<file path="src/rtl/bitdivider_pkg.sv">
// Shared definitions for the bitdivider block: FSM state encoding, the
// operand/partial-remainder widths and the quotient reported on a
// divide-by-zero.
package bitdivider_pkg;

  localparam int DVD_W = 8;  // dividend / quotient width
  localparam int DVS_W = 4;  // divisor / remainder width
  localparam int REM_W = 5;  // partial remainder, one bit wider than the divisor

  localparam logic [DVD_W-1:0] DBZ_QUOT = 8'hFF;

  typedef enum logic [1:0] {
    IDLE = 2'd0,
    RUN  = 2'd1,
    DONE = 2'd2
  } state_t;

endpackage

</file>
<file path="src/rtl/bitdivider_div_step.sv">
// One restoring-division step (purely combinational).
// Ports:
//   rem_in   - current partial remainder
//   bit_in   - next dividend bit (MSB first)
//   divisor  - latched divisor
//   rem_out  - partial remainder after shift/compare/subtract
//   q_bit    - quotient bit produced by this step
module div_step
  import bitdivider_pkg::*;
(
  input  logic [REM_W-1:0] rem_in,
  input  logic             bit_in,
  input  logic [DVS_W-1:0] divisor,
  output logic [REM_W-1:0] rem_out,
  output logic             q_bit
);

  logic [REM_W-1:0] shifted;
  logic             ge;

  // The partial remainder entering a step is always below the divisor, so
  // its top bit is zero and the shift cannot lose information. The top bit
  // is still folded into the compare so the step is correct on its own.
  assign shifted = {rem_in[REM_W-2:0], bit_in};
  assign ge      = rem_in[REM_W-1] | (shifted >= {1'b0, divisor});
  assign rem_out = ge ? (shifted - {1'b0, divisor}) : shifted;
  assign q_bit   = ge;

endmodule

</file>
<file path="src/rtl/bitdivider.sv">
// 8-bit by 4-bit unsigned restoring divider, one quotient bit per clock.
// Ports:
//   clk, rst_n    - clock (rising edge) and asynchronous active-low reset
//   start         - begin a division; only honoured in IDLE
//   dividend      - 8-bit unsigned dividend, captured when start is accepted
//   divisor       - 4-bit unsigned divisor, captured when start is accepted
//   busy          - high while the 8 division steps run
//   done          - one-cycle pulse when results become valid
//   quotient      - 8-bit quotient (8'hFF on divide-by-zero)
//   remainder     - 4-bit remainder (0 on divide-by-zero)
//   div_by_zero   - set with done when the divisor was zero; held with results
module bitdivider
  import bitdivider_pkg::*;
(
  input  logic             clk,
  input  logic             rst_n,
  input  logic             start,
  input  logic [DVD_W-1:0] dividend,
  input  logic [DVS_W-1:0] divisor,
  output logic             busy,
  output logic             done,
  output logic [DVD_W-1:0] quotient,
  output logic [DVS_W-1:0] remainder,
  output logic             div_by_zero
);

  state_t           state_q, state_d;
  logic [2:0]       cnt_q;
  logic [DVD_W-1:0] dvd_sh_q;  // dividend, shifted left one bit per step
  logic [DVD_W-1:0] quo_sh_q;  // quotient bits collected so far
  logic [DVS_W-1:0] dvs_q;
  logic [REM_W-1:0] rem_q;
  logic [REM_W-1:0] rem_next;
  logic             q_bit;
  logic             last_step;

  div_step u_step (
    .rem_in  (rem_q),
    .bit_in  (dvd_sh_q[DVD_W-1]),
    .divisor (dvs_q),
    .rem_out (rem_next),
    .q_bit   (q_bit)
  );

  assign last_step = (cnt_q == 3'd7);

  always_ff @(posedge clk or negedge rst_n) begin
    if (!rst_n) state_q <= IDLE;
    else        state_q <= state_d;
  end

  always_comb begin
    state_d = state_q;
    case (state_q)
      IDLE: if (start) state_d = (divisor == '0) ? DONE : RUN;
      RUN:  if (last_step) state_d = DONE;
      DONE: state_d = IDLE;
      default: state_d = IDLE;
    endcase
  end

  assign busy = (state_q == RUN);

  // done is a flop so it is a clean registered pulse aligned with DONE.
  always_ff @(posedge clk or negedge rst_n) begin
    if (!rst_n) done <= 1'b0;
    else        done <= (state_d == DONE);
  end

  always_ff @(posedge clk or negedge rst_n) begin
    if (!rst_n) begin
      cnt_q       <= '0;
      dvd_sh_q    <= '0;
      quo_sh_q    <= '0;
      dvs_q       <= '0;
      rem_q       <= '0;
      quotient    <= '0;
      remainder   <= '0;
      div_by_zero <= 1'b0;
    end else begin
      case (state_q)
        IDLE: begin
          if (start) begin
            dvd_sh_q <= dividend;
            dvs_q    <= divisor;
            rem_q    <= '0;
            quo_sh_q <= '0;
            cnt_q    <= '0;
            // Divide-by-zero skips RUN and publishes its fixed result now.
            if (divisor == '0) begin
              quotient    <= DBZ_QUOT;
              remainder   <= '0;
              div_by_zero <= 1'b1;
            end
          end
        end
        RUN: begin
          dvd_sh_q <= {dvd_sh_q[DVD_W-2:0], 1'b0};
          quo_sh_q <= {quo_sh_q[DVD_W-2:0], q_bit};
          rem_q    <= rem_next;
          cnt_q    <= cnt_q + 3'd1;
          if (last_step) begin
            quotient    <= {quo_sh_q[DVD_W-2:0], q_bit};
            remainder   <= rem_next[DVS_W-1:0];
            div_by_zero <= 1'b0;
          end
        end
        default: ;
      endcase
    end
  end

endmodule

</file>
<file path="config.mk">
export PLATFORM = sky130hd
export DESIGN_NAME = bitdivider
export DESIGN_NICKNAME = d
export VERILOG_FILES = /design/src/rtl/bitdivider_pkg.sv /design/src/rtl/bitdivider_div_step.sv /design/src/rtl/bitdivider.sv
export SDC_FILE = /design/constraint.sdc
export NUM_CORES = 1
export LEC_CHECK = 0
export BUFFER_PORTS_ARGS = -buffer_cell sky130_fd_sc_hd__buf_2
export CAP_MARGIN = 40
export CORE_MARGIN = 2
export CORE_UTILIZATION = 40
export DETAILED_ROUTE_END_ITERATION = 8
export PLACE_DENSITY_LB_ADDON = 0.3
export REMOVE_ABC_BUFFERS = 1
export SYNTH_ARGS = -nofsm -noshare
export SYNTH_HDL_FRONTEND = slang
export SYNTH_SLANG_ARGS = --single-unit
</file>
<file path="constraint.sdc">
create_clock -name clk -period 4.5 [get_ports clk]
set_input_delay 0.225 -clock clk [delete_from_list [all_inputs] [get_ports clk]]
set_output_delay 0.225 -clock clk [all_outputs]
set_load 0.03 [all_outputs]
</file>
==> results.ini <==
[outcome]
status=finished clean

[sta]
setup_violations=0
fmax_mhz=530
hold_viol_final=0
post-route-period-util_pct=41.9
rsz0062_at_grt=no
fin_skew_ns=0.00397
worst_pin_slew_ns=0.697
worst_slew_margin_rel_pct=53.5
finalCriticalPeriod_ns=1.89
tns_ns=0
slew_viol_final=0

[synthesis]
synthTopCellsByArea=dfrtp_1 55%, nand2_1 7.8%, nand3_1 4.3%
syn_area_per_cell_um2=10.3
synthArstFlopShare_pct=100
yosys.area.top_type=dfrtp_1
synth_seq_cells=43
synth_mux_area_share_pct=2.04
synth_top_cell_area_share_pct=54.9
synthCells=191
ys_dominant_reg_cell=dfrtp_1
synth_edf_count=0
yosysUniqueCellTypes=37
yosys_warnings=0
synth_compound_area_share_pct=14.2
synth-xor-area-share_pct=0.893
syn_area_um2=1960
synthAdderAreaFrac_pct=4.85
synth.most_common_cell=dfrtp_1
synthTopCellsByCount=43 x dfrtp_1, 41 x nand2_1, 17 x nand3_1
synth_simple_gate_area_share_pct=17.9
synth_top_family_by_area=simple AND/OR/NAND/NOR gates
synth.yosys.seq_area_share_pct=54.9

[cells_and_area]
antenna_cells=0
drive_above_1_share_pct=22.7
nets=241
fin_area_um2=2250
area_delta_synth_final_pct=14.6

[clocking]
cts.root.buffer_cell=clkbuf_8
clock_path_buffers=2
htreeDepth=2
cts_buffers=5
worstSkewPairLatency_ns=0.30
clkSlewWorstSetupHoldPaths_ns=0.08
cts_sinks=43
tritoncts=done

[pwr]
powerDensity_nw_per_um2=833
ir_drop_mv=0.250
leakage_uw=0.00107

[floorplanning]
io_pins=30
die-area_um2=5480
core_um2=4720
die_y_um=74.0
initial_core_util_pct=41.5
die_w_um=74.0
fp-row-count=25

[flow_run]
drv_cap=0

[drt]
route.detailed.drc=0
first_pass_iters=4
ant_nets=0
routedWlPerCell_um=12.9
viasPerCell=4.80
drt_iter0_markers=107
wl_mm=3.69
vias=1379

[global_routing]
grt_max_degree=37
antenna_found_initial=0
met1_usage_pct=21.3
grt_pass1_vias=1300
grt_util_met3_pct=4.88
grt_pass1_wl_mm=6.27
use_met2_pct=22.5
grt_util_all_layers_pct=15.3
overflow=0
gr-max-usage-layer=met2

[critical_path]
path_class=register to register
critPathLaunchType=register
worst_ep_required_time_ns=4.68
cp.arrival_ns=2.06
endpoint_kind=register
r2r_cells=6
cp_max_fo=6

[worst_hold_path]
holdPathStages=3
hold_path_class=primary input to register

[placement]
portBuffers=29
place_area_um2=2150
dp_hpwl_mm=2.51
place.gp.congestion=0.817

==> where the power goes <==
group | internal (uW) | switching (uW) | total [uW]
Sequential | 574 | 109 | 684
Clock | 108 | 133 | 242
Combinational | 372 | 575 | 946
==> cells by family (layout without fill, tap and decap cells) <==
| group | Yosys count | after routing |
|---|---|---|
| adders and majority gates | 7 | 7 |
| muxes | 3 | 3 |
| xor gates and xnor gates | 2 | 2 |
| AOI/OAI and AO/OA | 39 | 39 |
| DFF | 43 | 43 |
| buffers and inverters | 21 | 50 |
| and+or+nand+nor | 76 | 76 |
==> through the flow <==
step,hold slack [ns],total power [uW],worst slack (ns),util [%],instances
4_1_cts,0.0982,1890,2.60,47.6,287
5_1_grt,0.117,2040,2.43,47.6,287
3_5_place_dp,0.164,1650,2.62,45.6,278
2_1_floorplan,-0.0706,1410,2.24,-,180
3_3_place_gp,0.414,1630,2.66,45.1,277
6_report,0.110,1870,2.61,47.6,287
==> repair_timing <==
item                                    in CTS  in global routing
endpoints found under the setup margin       0                  0
resized for setup                            0                  0
hold endpoints to repair                    14                  0
hold buffers                                 1                  0
setup buffers                                0                  0
==> worst max-delay path, cell delays in order, from the launching register on <==
cell	delay, ns
dfrtp_1	0.40
ha_1	0.34
a21oi_1	0.21
o21ai_2	0.11
a21oi_4	0.25
mux2i_1	0.33
o22ai_2	0.12
==> placed cells by master, fill, tap and decap left out, types with 2 or more instances in the layout <==
cell type,Yosys,layout
a21oi_1,3,3
a31oi_1,7,7
buf_2,4,29
clkbuf_8,0,5
dfrtp_1,43,43
ha_1,6,6
inv_1,9,9
mux2_4,2,2
nand2_1,41,41
nand2_2,2,2
nand3_1,17,17
nor2_1,8,8
o21ai_0,7,7
o21ai_1,2,2
o21ai_2,2,2
o22a_1,7,7
o22ai_1,3,3
o31ai_1,2,2
o41ai_1,2,2
xnor2_1,2,2
==> final cells by class <==
| cell class | instances | area (um2) |
|---|---|---|
| clock buffers | 6 | 72.6 |
| clock inverters | 2 | 12.5 |
| fillers | 461 | 2480 |
| inverters | 10 | 37.5 |
| multi-input cells | 127 | 782 |
| flip-flops and latches | 43 | 1080 |
| well taps | 67 | 83.8 |
| repair buffers | 32 | 183 |
==> path summary, 6_finish.rpt <==
path	from	to	slack [ns]
hold reg to reg	div_by_zero	div_by_zero	0.49
hold / removal	dividend[0]	dvd_sh_q[0]	0.11
min in group asynchronous	rst_n	quotient[7]	0.37
setup reg to reg	rem_q[1]	remainder[2]	2.61
max in group asynchronous	rst_n	dvd_sh_q[1]	3.66
setup / recovery	rem_q[1]	remainder[2]	2.61
==> layer usage <==
metal	vias up	wire length (um)
li1	715	-
met4	0	59
met3	5	158
met2	27	1560
met1	632	1920
met5	-	0
==> sequential cells by signal, summed over array words and instances (netlist names) <==
register	count
dvd_sh_q	8
quotient	8
quo_sh_q	7
rem_q	5
dvs_q	4
remainder	4
cnt_q	3
state_q	2
div_by_zero	1
done	1
No activity file was read; power rests on OpenSTA's default activity.
